## config.mk

```make
export PLATFORM = sky130hd
export DESIGN_NAME = sw_code_entry
export DESIGN_NICKNAME = d
export VERILOG_FILES = /design/src/rtl/sw_code_pkg.sv /design/src/rtl/sw_edge_pending.sv /design/src/rtl/sw_code_entry.sv
export SDC_FILE = /design/constraint.sdc
export NUM_CORES = 1
export LEC_CHECK = 0
export BUFFER_PORTS_ARGS = -buffer_cell sky130_fd_sc_hd__buf_2
export CAP_MARGIN = 20
export CORE_MARGIN = 2
export CORE_UTILIZATION = 45
export CTS_BUF_LIST = sky130_fd_sc_hd__clkbuf_16
export DETAILED_ROUTE_END_ITERATION = 6
export PLACE_DENSITY_LB_ADDON = 0.05
export SLEW_MARGIN = 20
export SYNTH_ARGS = -nofsm -noshare
export SYNTH_HDL_FRONTEND = slang
export SYNTH_SLANG_ARGS = --single-unit
```

## constraint.sdc

```tcl
create_clock -name clk -period 2.6 [get_ports clk]
set_input_delay 0.78 -clock clk [delete_from_list [all_inputs] [get_ports clk]]
set_output_delay 0.78 -clock clk [all_outputs]
set_load 0.03 [all_outputs]
```

## src/rtl/sw_code_pkg.sv

```systemverilog
// Shared constants for the slide-switch code-entry engine.
// Fill values are wide enough for every supported width; users slice them down.
package sw_code_pkg;
    localparam int MAX_CODE_W = 128;

    localparam logic [15:0]           IDX_NONE  = '1;
    localparam logic                  EVT_DOWN  = 1'b0;
    localparam logic                  EVT_UP    = 1'b1;
    localparam logic [MAX_CODE_W-1:0] CODE_INIT = '1;
endpackage

```

## src/rtl/sw_edge_pending.sv

```systemverilog
// Registers the switch inputs, detects edges and keeps one pending rise/fall bit per switch.
// The scanner consumes an event via clr_en/clr_idx; an edge arriving in that cycle survives.
module sw_edge_pending #(
    parameter int N_SW  = 10,
    parameter int IDX_W = 4
) (
    input  logic              clk,
    input  logic              reset_n,
    input  logic [N_SW-1:0]   sw,
    input  logic              clr_en,
    input  logic [IDX_W-1:0]  clr_idx,
    output logic [N_SW-1:0]   pr,
    output logic [N_SW-1:0]   pf
);
    logic [N_SW-1:0] sw_q;
    logic [N_SW-1:0] sw_hist;
    logic [N_SW-1:0] rise;
    logic [N_SW-1:0] fall;
    logic [N_SW-1:0] pr_n;
    logic [N_SW-1:0] pf_n;

    assign rise = sw_q & ~sw_hist;
    assign fall = ~sw_q & sw_hist;

    // Opposite edges cancel an unconsumed event; consumption happens before the new edge lands.
    always_comb begin
        pr_n = pr;
        pf_n = pf;
        for (int i = 0; i < N_SW; i++) begin
            if (clr_en && (clr_idx == IDX_W'(i))) begin
                pr_n[i] = 1'b0;
                pf_n[i] = 1'b0;
            end
            if (rise[i]) begin
                if (pf_n[i]) pf_n[i] = 1'b0;
                else         pr_n[i] = 1'b1;
            end else if (fall[i]) begin
                if (pr_n[i]) pr_n[i] = 1'b0;
                else         pf_n[i] = 1'b1;
            end
        end
    end

    always_ff @(posedge clk) begin
        if (!reset_n) begin
            sw_q    <= '0;
            sw_hist <= '0;
            pr      <= '0;
            pf      <= '0;
        end else begin
            sw_q    <= sw;
            sw_hist <= sw_q;
            pr      <= pr_n;
            pf      <= pf_n;
        end
    end
endmodule

```

## src/rtl/sw_code_entry.sv

```systemverilog
// Slide-switch code-entry engine: round-robin scan of pending switch events,
// up/down tracking, digit accumulation into a code register with conflict/overflow flags.
module sw_code_entry
    import sw_code_pkg::*;
#(
    parameter int N_SW        = 10,
    parameter int IDX_W       = 4,
    parameter int CODE_DIGITS = 4,
    parameter int DIGIT_W     = 4
) (
    input  logic                               clk,
    input  logic                               reset_n,
    input  logic [N_SW-1:0]                    sw,
    input  logic                               clear,
    output logic                               evt_valid,
    output logic                               evt_up,
    output logic [IDX_W-1:0]                   evt_idx,
    output logic [IDX_W:0]                     up_count,
    output logic [IDX_W-1:0]                   active_idx,
    output logic [CODE_DIGITS*DIGIT_W-1:0]     code,
    output logic [$clog2(CODE_DIGITS+1)-1:0]   code_len,
    output logic                               code_done,
    output logic                               conflict,
    output logic                               overflow
);
    localparam int CODE_W = CODE_DIGITS * DIGIT_W;
    localparam int LEN_W  = $clog2(CODE_DIGITS + 1);

    localparam logic [IDX_W-1:0]  NO_IDX    = IDX_NONE[IDX_W-1:0];
    localparam logic [IDX_W-1:0]  LAST_IDX  = IDX_W'(N_SW - 1);
    localparam logic [IDX_W:0]    MAX_UP    = (IDX_W+1)'(N_SW);
    localparam logic [LEN_W-1:0]  FULL_LEN  = LEN_W'(CODE_DIGITS);
    localparam logic [CODE_W-1:0] CODE_FILL = CODE_INIT[CODE_W-1:0];

    logic [N_SW-1:0]  pr;
    logic [N_SW-1:0]  pf;
    logic [IDX_W-1:0] k;
    logic             hit;

    logic              evt_valid_n;
    logic              evt_up_n;
    logic [IDX_W-1:0]  evt_idx_n;
    logic [IDX_W:0]    up_count_n;
    logic [IDX_W-1:0]  active_n;
    logic [CODE_W-1:0] code_n;
    logic [LEN_W-1:0]  len_n;
    logic              done_n;
    logic              conflict_n;
    logic              overflow_n;
    logic [IDX_W-1:0]  k_n;

    sw_edge_pending #(
        .N_SW  (N_SW),
        .IDX_W (IDX_W)
    ) u_pending (
        .clk     (clk),
        .reset_n (reset_n),
        .sw      (sw),
        .clr_en  (hit),
        .clr_idx (k),
        .pr      (pr),
        .pf      (pf)
    );

    assign hit = pr[k] | pf[k];

    // Clear is applied to the code state first so an event in the same cycle lands as digit one.
    always_comb begin
        k_n         = (k == LAST_IDX) ? '0 : k + IDX_W'(1);
        evt_valid_n = hit;
        evt_up_n    = evt_up;
        evt_idx_n   = NO_IDX;
        up_count_n  = up_count;
        active_n    = active_idx;
        code_n      = clear ? CODE_FILL : code;
        len_n       = clear ? '0 : code_len;
        done_n      = 1'b0;
        conflict_n  = clear ? 1'b0 : conflict;
        overflow_n  = clear ? 1'b0 : overflow;

        if (hit) begin
            evt_idx_n = k;
            if (pr[k]) begin
                evt_up_n = EVT_UP;
                if (up_count != MAX_UP) up_count_n = up_count + (IDX_W+1)'(1);
                if (up_count == '0) begin
                    active_n = k;
                    if (len_n < FULL_LEN) begin
                        code_n = (code_n << DIGIT_W) | CODE_W'(k);
                        len_n  = len_n + LEN_W'(1);
                        done_n = (len_n == FULL_LEN);
                    end else begin
                        overflow_n = 1'b1;
                    end
                end else begin
                    conflict_n = 1'b1;
                end
            end else begin
                evt_up_n = EVT_DOWN;
                if (up_count != '0) up_count_n = up_count - (IDX_W+1)'(1);
                // Losing the first-raised switch leaves no meaningful active index.
                if ((up_count_n == '0) || (k == active_idx)) active_n = NO_IDX;
            end
        end
    end

    always_ff @(posedge clk) begin
        if (!reset_n) begin
            k          <= '0;
            evt_valid  <= 1'b0;
            evt_up     <= 1'b0;
            evt_idx    <= NO_IDX;
            up_count   <= '0;
            active_idx <= NO_IDX;
            code       <= CODE_FILL;
            code_len   <= '0;
            code_done  <= 1'b0;
            conflict   <= 1'b0;
            overflow   <= 1'b0;
        end else begin
            k          <= k_n;
            evt_valid  <= evt_valid_n;
            evt_up     <= evt_up_n;
            evt_idx    <= evt_idx_n;
            up_count   <= up_count_n;
            active_idx <= active_n;
            code       <= code_n;
            code_len   <= len_n;
            code_done  <= done_n;
            conflict   <= conflict_n;
            overflow   <= overflow_n;
        end
    end
endmodule

```

==> out/qor.log, run 1 <==
INFO  drt            vias_per_cell=5.388
INFO  hold_path      hold_end=code[12]
INFO  timing         grt_setup_unrepaired=false
INFO  logic_synthesis synth-main-ff-cell=dfxtp_1
INFO  drt            drtIter0Drc=127
INFO  setup_path     setup_slack_on_the_worst_flop_to_flop_path=0.32ns
INFO  global_routing gr-total-overflow=0
INFO  cts            clk_transition_reported_paths=0.06ns
INFO  drt            drt_pre_antenna_iters=6
INFO  global_routing first_global_vias=2,831
INFO  logic_synthesis post_synth_most_frequent_cells=dfxtp_1 (81), nand2_1 (57), nand3_1 (25)
INFO  power          power.share.combinational=18.4%
INFO  place          hpwl=5514um
INFO  final_layout   layout_area_growth_over_synthesis=18.27%
INFO  cts            cts.sinks=81
INFO  setup_path     max_stage_delay=0.56ns
INFO  drt            final_antenna_net_count=0
INFO  drt            num_vias=3,012
INFO  logic_synthesis synth_fp_nets=427
INFO  timing         max_slew.worst_pin.slew=0.5637ns
INFO  logic_synthesis synth_largest_area_cell=dfxtp_1
INFO  timing         final_period_minus_worst_setup_slack=2.279ns
INFO  timing         max_slew_margin=62.25%
INFO  power          max-vdd-ir-drop=368.0uV
INFO  drt            drt-total-wl=7779um
INFO  cts            postCtsHoldBufs=0
INFO  setup_path     critical_path_buf_inv_count=0
INFO  floorplan      floorplan.die.width=93.57um
INFO  setup_path     setup.worst_path.start_class=flip-flop
INFO  cts            cts_made_buffers=9
INFO  setup_path     reg2reg_to=up_count[3]
INFO  cts            cts_tree=yes
INFO  cts            cts_post_setup_buffers_inserted=0
INFO  power          share_of_power_burned_in_registers=42.1%
INFO  final_layout   fin_util=54.96%
INFO  setup_path     critical_path.endpoint_type=flip-flop
INFO  setup_path     critical_path.cell_chain=mux4_2, a22oi_4, nand2_1, or3_1, a21oi_1, o2bb2ai_1
INFO  setup_path     path_delay_family=simple AND/OR/NAND/NOR gates
INFO  setup_path     worst_path_arrival=2.50ns
INFO  final_layout   drive_gt1_share=19.91%
INFO  logic_synthesis netlist-cell-type-count=54
INFO  logic_synthesis synth_edf_count=0
INFO  setup_path     timing.critical_path.slowest_stage_cell=dfxtp_1
INFO  floorplan      initial_cell_density_of_the_core=46.47%
INFO  hold_path      holdCritPathClass=flip-flop to flip-flop
INFO  place          finalWeightedCongestion=0.8796
INFO  timing         pins_over_slew_limit=0
INFO  cts            cts.path.max_buffers=2
INFO  final_layout   diodes=0
INFO  final_layout   final_cell_count_no_fill=559
INFO  power          p_leak=1.837nW
INFO  logic_synthesis netlist.area_leader.share=44.92%
INFO  floorplan      die-height=93.57um
INFO  place          number_of_cells_in_the_design_after_placement=543
INFO  hold_path      worst_hold_path.num_cells=2
INFO  global_routing groute.usage.overall=18.84%
INFO  job            cap_violations=0
INFO  floorplan      std_cell_core_area=0.007767sqmm
INFO  setup_path     crit_path_kind=flip-flop to flip-flop
INFO  global_routing grt_max_degree=33
INFO  setup_path     peak_fanout_along_the_critical_path=12
INFO  floorplan      num_io_pins=50
INFO  logic_synthesis ys_async_sr_fraction=0%
INFO  logic_synthesis syn_area=0.003610sqmm
INFO  drt            drt-wirelength-per-cell=13.92um
INFO  timing         final_hold_viol_count=0
INFO  drt            remaining_drc_errors=0
INFO  power          power.density=784.3mW/mm^2
INFO  timing         setup_viol=0
INFO  power          p_int=0.002401W
INFO  logic_synthesis yosysMostFrequentCell=dfxtp_1
INFO  power          switching_fraction_of_total_power=28.31%
INFO  cts            post_cts_resized=0
INFO  place          port_buffers=49
INFO  logic_synthesis netlist_top_cells_area=dfxtp_1 (45%), nand2_1 (5.9%), ha_1 (3.5%)
INFO  cts            htree_num_levels=3
INFO  logic_synthesis synth_warnings=0
INFO  timing         min_period_over_period=87.67%
INFO  cts            clock_latency_of_the_later_clocked_register_in_the_worst_skew_pair=0.33ns
INFO  power          clock_power_share=39.5%
INFO  final_layout   post_layout_nets=475
INFO  power          power.switching=0.0009480W
INFO  floorplan      rows=32
INFO  logic_synthesis synth_seq_cells=81
INFO  hold_path      timing.hold.worst.start=code[12]
INFO  setup_path     crit-reg2reg-launch=k[1]
INFO  cts            ctsRootBufferMaster=clkbuf_16
INFO  timing         skew=0.006275ns
INFO  logic_synthesis yosysSeqAreaShare=44.92%
INFO  logic_synthesis synthesis.area_per_instance=8.935squm
INFO  global_routing grt_pass1_wl=13,170um
INFO  timing         timing.fmax=438.7MHz
INFO  setup_path     worst-endpoint-required=2.82ns
INFO  floorplan      fp.dieArea=0.008754sqmm
INFO  global_routing antenna_violations_before_repair=0
INFO  timing         final.setup.tns=0ns
INFO  logic_synthesis post_synth_inst_count=404
INFO  status         run_status=complete, no violations
INFO  setup_path     r2r_cells=6
[layout by cell type (no fill, tap or decap), drive strengths merged, types with 5 or more instances in the layout]
master	n
dfxtp	81
buf	61
nand2	57
nand3	25
nor2	24
and2	20
inv	17
o21ai	16
a21oi	14
nand2b	11
nor3	11
ha	10
clkbuf	9
xnor2	8
a211oi	7
a41o	7
nor2b	6
mux2	5
mux2i	5
[tightest hold or removal path, cell delays in order, from the launching register on]
cell and delay [ns]:
dfxtp_1 0.32, nand2_1 0.05, nand3_1 0.07
[state kept, by name (all words and copies together), names as in the netlist]
register and flops:
active_idx 4, code 16, code_done 1, code_len 3, conflict 1, evt_idx 4
evt_up 1, evt_valid 1, k 4, overflow 1, u_pending.pf 10, u_pending.pr 10
u_pending.sw_hist 10, u_pending.sw_q 10, up_count 5
[cells by family (layout without fill, tap and decap cells)]
family	Yosys count	count (layout)	share of synthesized area, %
simple gates	165	165	22.15
buf+inv	41	94	5.303
xor+xnor	9	9	2.184
mux	12	12	4.194
compound gates	86	86	17.78
fa+ha+maj	10	10	3.466
flops	81	81	44.92
[power by group through the flow]
stage / logic [W] / clock network [W] / registers [W]
floorplan: 0.000399 / 0 / 0.00150
global placement: 0.000609 / 0 / 0.00144
detailed placement: 0.000613 / 0 / 0.00144
CTS: 0.000618 / 0.00135 / 0.00141
global route: 0.000680 / 0.00141 / 0.00142
finish: 0.000615 / 0.00132 / 0.00141
[metrics by stage]
step | hold slack (ns) | setup WS (ns) | total power, W | cell area, sq um
after floorplan | 0.4392 | 0.3782 | 0.001899 | 3610
after global placement | 0.4442 | 0.4020 | 0.002045 | 3958
after detailed placement | 0.4581 | 0.3159 | 0.002051 | 3958
after CTS | 0.4715 | 0.3055 | 0.003383 | 4269
after global routing | 0.4972 | 0.07770 | 0.003516 | 4269
final | 0.4644 | 0.3206 | 0.003348 | 4269
[worst max-delay path by stage]
| stage | startpoint | end | depth (start not counted) |
|---|---|---|---|
| floorplan | up_count[0] | code[10] | 11 |
| global placement | k[0] | code[1] | 9 |
| detailed placement | k[1] | up_count[3] | 6 |
| CTS | k[1] | up_count[3] | 6 |
| global route | k[1] | u_pending.pf[6] | 6 |
| finish | k[1] | up_count[3] | 6 |
[layer usage]
| metal | share of wire (%) | routed length, um | up-vias | GRT usage (%) |
|---|---|---|---|---|
| met3 | 4.5 | 348 | 11 | 4.593 |
| li1 | - | - | 1516 | - |
| met5 | 0 | 0 | - | 0 |
| met4 | 1.7 | 134 | 0 | 6.884 |
| met2 | 46 | 3563 | 62 | 30.82 |
| met1 | 48 | 3732 | 1423 | 24.18 |
[layout make-up]
cell class              instances  area [sq um]
clock buffers                   9         225.2
clock inverters                 7         86.33
fillers                       737          3498
inverters                      17         63.81
multi-input cells             282          1797
flip-flops and latches         81          1622
well taps                     102         127.6
repair buffers                 61         347.8
Power figures use the tool's default switching activity.
==> run 2, diff against run 1 <==
Settings changed: ABC_AREA set to 1.
==> out/qor.log, run 2 <==
INFO  status         run_status=complete, no violations
INFO  cts            post_cts_resized=0 [unchanged]
INFO  final_layout   drive_gt1_share=16.45% [-3.5 points]
INFO  final_layout   post_layout_nets=644 [+36%]
INFO  power          power.density=869.0mW/mm^2 [+11%]
INFO  logic_synthesis synth_seq_cells=81 [unchanged]
INFO  power          total_power_after_layout=0.003958W [+18%]
INFO  cts            clock_latency_of_the_later_clocked_register_in_the_worst_skew_pair=0.34ns [about the same]
INFO  power          max-vdd-ir-drop=397.5uV [+8.0%]
INFO  final_layout   largest_register_ffs=16 [unchanged]
INFO  final_layout   multiInputGateArea=0.001841sqmm [+2.4%]
INFO  timing         pins_over_slew_limit=0 [unchanged]
INFO  drt            remaining_drc_errors=0 [unchanged]
INFO  place          number_of_cells_in_the_design_after_placement=718 [+32%]
INFO  setup_path     worst_path_arrival=2.48ns [-0.02 ns]
INFO  setup_path     crit_path_kind=flip-flop to flip-flop
INFO  drt            drtIter0Drc=113 [-11%]
INFO  final_layout   num-fill-cells=915 [+24%]
INFO  setup_path     path_delay_family=simple AND/OR/NAND/NOR gates
INFO  cts            cts.sinks=81 [unchanged]
INFO  cts            cts_post_setup_buffers_inserted=0 [unchanged]
INFO  timing         final.setup.tns=0ns [unchanged]
INFO  timing         max_slew.worst_pin.slew=0.4939ns [-0.06984 ns]
INFO  drt            drt_pre_antenna_iters=4 [-2]
INFO  setup_path     r2r_cells=8 [+2]
INFO  global_routing grt_max_degree=31 [-6.1%]
INFO  timing         final_hold_viol_count=0 [unchanged]
INFO  setup_path     setup_slack_on_the_worst_flop_to_flop_path=0.38ns [+0.06 ns]
INFO  cts            cts.path.max_buffers=2 [unchanged]
INFO  place          port_buffers=49 [unchanged]
INFO  cts            clk_transition_reported_paths=0.06ns [about the same]
INFO  final_layout   largest_register=code
INFO  setup_path     worst-endpoint-required=2.87ns [+0.05 ns]
INFO  global_routing gr-total-overflow=0 [unchanged]
INFO  setup_path     number_of_cells_on_the_critical_path=8 [+2]
INFO  final_layout   layout_area_growth_over_synthesis=14.68%
INFO  setup_path     peak_fanout_along_the_critical_path=17 [+5]
INFO  floorplan      rows=34 [+6.3%]
INFO  timing         timing.fmax=451.0MHz [+2.8%]
INFO  logic_synthesis netlist-cell-type-count=30 [-44%]
INFO  cts            cts_made_buffers=9 [unchanged]
INFO  logic_synthesis synthesis.area_per_instance=6.907squm [-23%]
INFO  logic_synthesis netlist.area_leader.share=40.83% [-4.1 points]
INFO  logic_synthesis yosysSeqAreaShare=40.83% [-4.1 points]
INFO  job            cap_violations=0 [unchanged]
INFO  power          p_leak=2.278nW [+24%]
INFO  logic_synthesis post_synth_inst_count=575 [+42%]
INFO  cts            ctsRootBufferMaster=clkbuf_16
INFO  final_layout   layout.cells.most_common_list=nand2_1 (188), inv_1 (91), dfxtp_1 (81), buf_2 (49), nand3_1 (47)
INFO  logic_synthesis post_synth_most_frequent_cells=nand2_1 (188), inv_1 (91), dfxtp_1 (81)
INFO  setup_path     critical_path.endpoint=up_count[2]
INFO  timing         final_period_minus_worst_setup_slack=2.217ns [-0.06217 ns]
INFO  setup_path     critical_path_buf_inv_count=1 [+1]
INFO  setup_path     crit-reg2reg-launch=k[0]
INFO  cts            htree_num_levels=3 [unchanged]
INFO  final_layout   final_cell_count_no_fill=734 [+31%]
INFO  cts            cts_tree=yes
INFO  timing         min_period_over_period=85.28% [-2.4 points]
INFO  final_layout   area.sequential=0.001622sqmm [unchanged]
INFO  global_routing groute.usage.overall=18.02% [-0.82 points]
INFO  logic_synthesis synth_largest_area_cell=dfxtp_1
INFO  setup_path     critical_path.cell_chain=buf_4, o21a_1, nor3_4, nor2_4, nand2_4, o21ai_0, nand2_1, a21oi_1
INFO  drt            num_vias=3,415 [+13%]
INFO  global_routing first_global_vias=3,200 [+13%]
INFO  final_layout   layout_commonest_cell=nand2_1
INFO  setup_path     timing.critical_path.slowest_stage_cell=dfxtp_1
INFO  setup_path     critical_path.endpoint_type=flip-flop
INFO  hold_path      holdCritPathClass=flip-flop to flip-flop
INFO  logic_synthesis ys_async_sr_fraction=0% [unchanged]
INFO  logic_synthesis synth_edf_count=0 [unchanged]
INFO  timing         max_slew_margin=66.73% [+4.5 points]
INFO  timing         grt_setup_unrepaired=false
INFO  drt            drt-total-wl=8068um [+3.7%]
INFO  floorplan      die-height=97.94um [+4.7%]
INFO  drt            vias_per_cell=4.653 [-14%]
INFO  cts            postCtsHoldBufs=0 [unchanged]
INFO  timing         setup_viol=0 [unchanged]
INFO  final_layout   diodes=0 [unchanged]
INFO  setup_path     worst_setup_sp=k[0]
INFO  drt            drt-wirelength-per-cell=10.99um [-21%]
INFO  logic_synthesis netlist_top_cells_area=dfxtp_1 (41%), nand2_1 (18%), inv_1 (8.6%)
INFO  global_routing antenna_violations_before_repair=0 [unchanged]
INFO  logic_synthesis synth_warnings=0 [unchanged]
INFO  floorplan      std_cell_core_area=0.008636sqmm [+11%]
INFO  floorplan      initial_cell_density_of_the_core=45.99% [-0.49 points]
INFO  floorplan      floorplan.die.width=97.94um [+4.7%]
INFO  logic_synthesis syn_area=0.003971sqmm [+10%]
INFO  floorplan      fp.dieArea=0.009592sqmm [+9.6%]
INFO  timing         skew=0.008764ns [+0.002490 ns]
INFO  place          hpwl=5746um [+4.2%]
INFO  logic_synthesis synth_fp_nets=598 [+40%]
INFO  setup_path     reg2reg_to=up_count[2]
INFO  logic_synthesis synth-main-ff-cell=dfxtp_1
INFO  logic_synthesis yosysMostFrequentCell=nand2_1
INFO  floorplan      num_io_pins=50 [unchanged]
INFO  drt            final_antenna_net_count=0 [unchanged]
INFO  setup_path     max_stage_delay=0.59ns [+0.03 ns]
INFO  setup_path     setup.worst_path.start_class=flip-flop
INFO  global_routing grt_pass1_wl=14,180um [+7.7%]
INFO  place          finalWeightedCongestion=0.8257 [-6.1%]
## run 2: changes by cell type after synthesis, sizes merged, moves of 10 or more
cell / delta
a21oi: +19
or2: +10
inv: +80
nor3: -10
nand3: +24
and2: -20
nor2: +16
nand2: +140
nand2b: -11
## run 2: worst min path at each step
| stage | start | end | slack, ns | depth (start not counted) |
|---|---|---|---|---|
| 6_report | overflow | overflow | 0.44 | 2 |
| 5_1_grt | overflow | overflow | 0.46 | 2 |
| 4_1_cts | overflow | overflow | 0.44 | 2 |
| 3_5_place_dp | overflow | overflow | 0.43 | 2 |
| 3_3_place_gp | overflow | overflow | 0.43 | 2 |
| 2_1_floorplan | u_pending.sw_q[0] | u_pending.sw_hist[0] | 0.43 | 2 |
## run 2: worst register-to-register path, stage by stage (launching register included)
cell	delay, ns
dfxtp_1	0.59
buf_4	0.24
o21a_1	0.17
nor3_4	0.06
nor2_4	0.31
nand2_4	0.26
o21ai_0	0.26
nand2_1	0.09
a21oi_1	0.16
## run 2: final cells by class
cell class,instances,share of cell area [%]
multi-input combinational,378,40.41
clock inverter,7,1.703
sequential,81,35.60
timing repair buffer,54,6.209
clock buffer,9,4.945
tap,108,2.967
inverter,97,8.159
## run 2: power by group
group | total [W] | internal [W] | switching (W)
logic | 0.00117 | 0.000366 | 0.000804
registers | 0.00151 | 0.00139 | 0.000117
clock network | 0.00128 | 0.000752 | 0.000528
total | 0.00396 | 0.00251 | 0.00145
## run 2: logic make-up after synthesis
family                   count (synthesis)  share of synthesized area, %
XOR/XNOR                                 9                         1.985
buffers and inverters                  116                         12.82
AND/OR/NAND/NOR                        308                         34.56
adder cells (fa/ha/maj)                 10                         3.151
AO/OA/AOI/OAI                           51                         6.648
flip-flops                              81                         40.83
## run 2: layer usage
layer | part of all wire, % | vias up | GRT usage, %
li1 | - | 1848 | -
met1 | 47 | 1497 | 22.06
met2 | 47 | 57 | 30.45
met3 | 4.8 | 13 | 3.579
met4 | 1.5 | 0 | 8.440
met5 | 0 | - | 0
## run 2: metrics by stage
step / hold WS (ns) / cell area (sq um) / utilization (%) / worst slack [ns]
floorplan: 0.4300 / 3971 / - / 0.6817
global placement: 0.4296 / 4252 / 49.23 / 0.4647
detailed placement: 0.4337 / 4252 / 49.23 / 0.3937
CTS: 0.4430 / 4554 / 52.74 / 0.3703
global route: 0.4639 / 4554 / 52.74 / 0.09944
finish: 0.4391 / 4554 / 52.74 / 0.3828
==> run 3, diff against run 2 <==
Settings changed: CORE_UTILIZATION 45 to 58.
==> out/qor.log, run 3 (same netlist as run 2, synthesis figures left out) <==
INFO  drt            remaining_drc_errors=0 [unchanged]
INFO  floorplan      floorplan.die.width=86.75um [-11%]
INFO  job            cap_violations=0 [unchanged]
INFO  hold_path      holdCritPathClass=flip-flop to flip-flop
INFO  setup_path     worst-endpoint-required=2.86ns [about the same]
INFO  cts            cts_made_buffers=9 [unchanged]
INFO  floorplan      num_io_pins=50 [unchanged]
INFO  timing         timing.fmax=448.3MHz [-0.60%]
INFO  setup_path     setup.worst_path.start_class=flip-flop
INFO  timing         finalHoldWorstSlack=0.4389ns [-0.0002790 ns]
INFO  drt            vias_per_cell=4.938 [+6.1%]
INFO  final_layout   num-fill-cells=620 [-32%]
INFO  setup_path     critical_path.endpoint=up_count[0]
INFO  setup_path     setup_slack_on_the_worst_flop_to_flop_path=0.37ns [about the same]
INFO  drt            routed-wl-met3=267um [-31%]
INFO  place          finalWeightedCongestion=0.8301 [+0.53%]
INFO  drt            drt-wirelength-per-cell=11.04um [+0.40%]
INFO  cts            ctsRootBufferMaster=clkbuf_16
INFO  place          hpwl=5589um [-2.7%]
INFO  drt            drtIter0Drc=122 [+8.0%]
INFO  hold_path      timing.hold.worst.start=overflow
INFO  setup_path     timing.critical_path.slowest_stage_cell=dfxtp_1
INFO  timing         max_slew.worst_pin.slew=0.4632ns [-0.03067 ns]
INFO  timing         grt_setup_unrepaired=false
INFO  setup_path     worst_setup_sp=k[1]
INFO  cts            htree_num_levels=3 [unchanged]
INFO  setup_path     peak_fanout_along_the_critical_path=17 [unchanged]
INFO  final_layout   drive_gt1_share=16.16% [-0.29 points]
INFO  status         run_status=complete, no violations
INFO  setup_path     crit-reg2reg-launch=k[1]
INFO  global_routing gr-total-overflow=0 [unchanged]
INFO  floorplan      rows=30 [-12%]
INFO  floorplan      std_cell_core_area=0.006719sqmm [-22%]
INFO  final_layout   largest_register_ffs=16 [unchanged]
INFO  global_routing groute.usage.overall=22.04% [+4.0 points]
INFO  final_layout   layout.cells.most_common_list=nand2_1 (188), inv_1 (91), dfxtp_1 (81), buf_2 (49), nand3_1 (47)
INFO  cts            cts.sinks=81 [unchanged]
INFO  final_layout   layout_area_growth_over_synthesis=13.61%
INFO  cts            postCtsHoldBufs=0 [unchanged]
INFO  final_layout   fin_util=67.15% [+14 points]
INFO  cts            post_cts_resized=0 [unchanged]
INFO  final_layout   layout_commonest_cell=nand2_1
INFO  drt            met2_length=3709um [-2.3%]
INFO  setup_path     number_of_cells_on_the_critical_path=10 [+2]
INFO  setup_path     path_delay_family=simple AND/OR/NAND/NOR gates
INFO  drt            final_antenna_net_count=0 [unchanged]
INFO  setup_path     reg2reg_to=up_count[0]
INFO  timing         final_period_minus_worst_setup_slack=2.230ns [+0.01328 ns]
INFO  final_layout   post_layout_nets=643 [-0.16%]
INFO  global_routing grt_max_degree=33 [+6.5%]
INFO  setup_path     crit_path_kind=flip-flop to flip-flop
INFO  timing         max_slew_margin=68.79% [+2.1 points]
INFO  drt            num_vias=3,481 [+1.9%]
INFO  drt            route.layer.met1.wl=3638um [-3.2%]
INFO  setup_path     r2r_cells=10 [+2]
INFO  place          port_buffers=49 [unchanged]
INFO  setup_path     worst_path_arrival=2.49ns [about the same]
INFO  timing         final.setup.tns=0ns [unchanged]
INFO  floorplan      initial_cell_density_of_the_core=59.11% [+13 points]
INFO  cts            cts_post_setup_buffers_inserted=0 [unchanged]
INFO  final_layout   largest_register=code
INFO  floorplan      fp.dieArea=0.007525sqmm [-22%]
INFO  timing         final_hold_viol_count=0 [unchanged]
INFO  global_routing grt_pass1_wl=13,410um [-5.4%]
INFO  cts            clock_latency_of_the_later_clocked_register_in_the_worst_skew_pair=0.33ns [about the same]
INFO  cts            cts_tree=yes
INFO  hold_path      worst_hold_path.num_cells=2 [unchanged]
INFO  timing         min_period_over_period=85.79% [+0.51 points]
INFO  power          power.density=874.0mW/mm^2 [+0.58%]
INFO  setup_path     critical_path_buf_inv_count=1 [unchanged]
INFO  global_routing first_global_vias=3,153 [-1.5%]
INFO  timing         skew=0.008360ns [-0.0004037 ns]
INFO  cts            cts.path.max_buffers=2 [unchanged]
INFO  power          p_leak=2.268nW [-0.44%]
INFO  drt            top_layer=met4
INFO  cts            clk_transition_reported_paths=0.06ns [about the same]
INFO  setup_path     max_stage_delay=0.60ns [about the same]
INFO  final_layout   diodes=0 [unchanged]
INFO  timing         postLayoutSetupSlackWorst=0.3695ns [-0.01327 ns]
INFO  drt            drt_pre_antenna_iters=4 [unchanged]
INFO  place          dp_slack=0.4167ns [+0.02296 ns]
INFO  timing         pins_over_slew_limit=0 [unchanged]
INFO  drt            drt-total-wl=7780um [-3.6%]
INFO  power          max-vdd-ir-drop=456.5uV [+15%]
INFO  setup_path     critical_path.endpoint_type=flip-flop
INFO  global_routing antenna_violations_before_repair=0 [unchanged]
INFO  timing         setup_viol=0 [unchanged]
INFO  setup_path     critical_path.cell_chain=inv_2, nand3_1, nand2_1, nand2_1, nand2_1, nor2_4, nand2_4, o21ai_0, nand2_1, a21oi_1
INFO  floorplan      die-height=86.75um [-11%]
INFO  setup_path     cp_common_cell=nand2_1
[run 3: cell count changes in the layout (fill, tap and decap cells not counted), sizes merged]
cell and delta:
buf -1, clkinv -1, clkinvlp +1
[run 3: worst min path at each step]
stage               slack [ns]                    to
floorplan                 0.43  u_pending.sw_hist[0]
global placement          0.43              overflow
detailed placement        0.43              overflow
CTS                       0.44              overflow
global route              0.46              overflow
finish                    0.44              overflow
[run 3: layer usage]
metal	global-route usage, %	vias to the layer above
met1	27.18	1551
met4	8.807	0
met2	38.25	68
met5	0	-
met3	3.619	18
li1	-	1844
[run 3: area by class of cell]
class	instances	area [sq um]	share of cell area, %
flip-flops and latches	81	1622	35.94
multi-input cells	378	1841	40.79
repair buffers	53	275.3	6.101
inverters	97	371.6	8.236
clock buffers	9	225.2	4.992
clock inverters	7	77.57	1.719
well taps	80	100.1	2.219
[run 3: through the flow]
step	instances	cell area (sq um)	total power [W]
CTS	705	4512	0.003962
detailed placement	689	4209	0.002696
global placement	689	4209	0.002675
floorplan	575	3971	0.002469
global route	705	4512	0.004182
finish	705	4512	0.003943
[run 3: worst reg2reg max path, stage by stage (launching register included)]
cell and delay, ns:
dfxtp_1 0.60, inv_2 0.19, nand3_1 0.13, nand2_1 0.05, nand2_1 0.05, nand2_1 0.11, nor2_4 0.30, nand2_4 0.25
o21ai_0 0.24, nand2_1 0.10, a21oi_1 0.14
[run 3: power breakdown]
part	leakage (nW)	switching, W	internal, W	total, W
Combinational	1.46	0.000794	0.000365	0.00116
Clock	0.142	0.000517	0.000752	0.00127
Sequential	0.666	0.000127	0.00139	0.00152
Total	2.27	0.00144	0.00251	0.00394
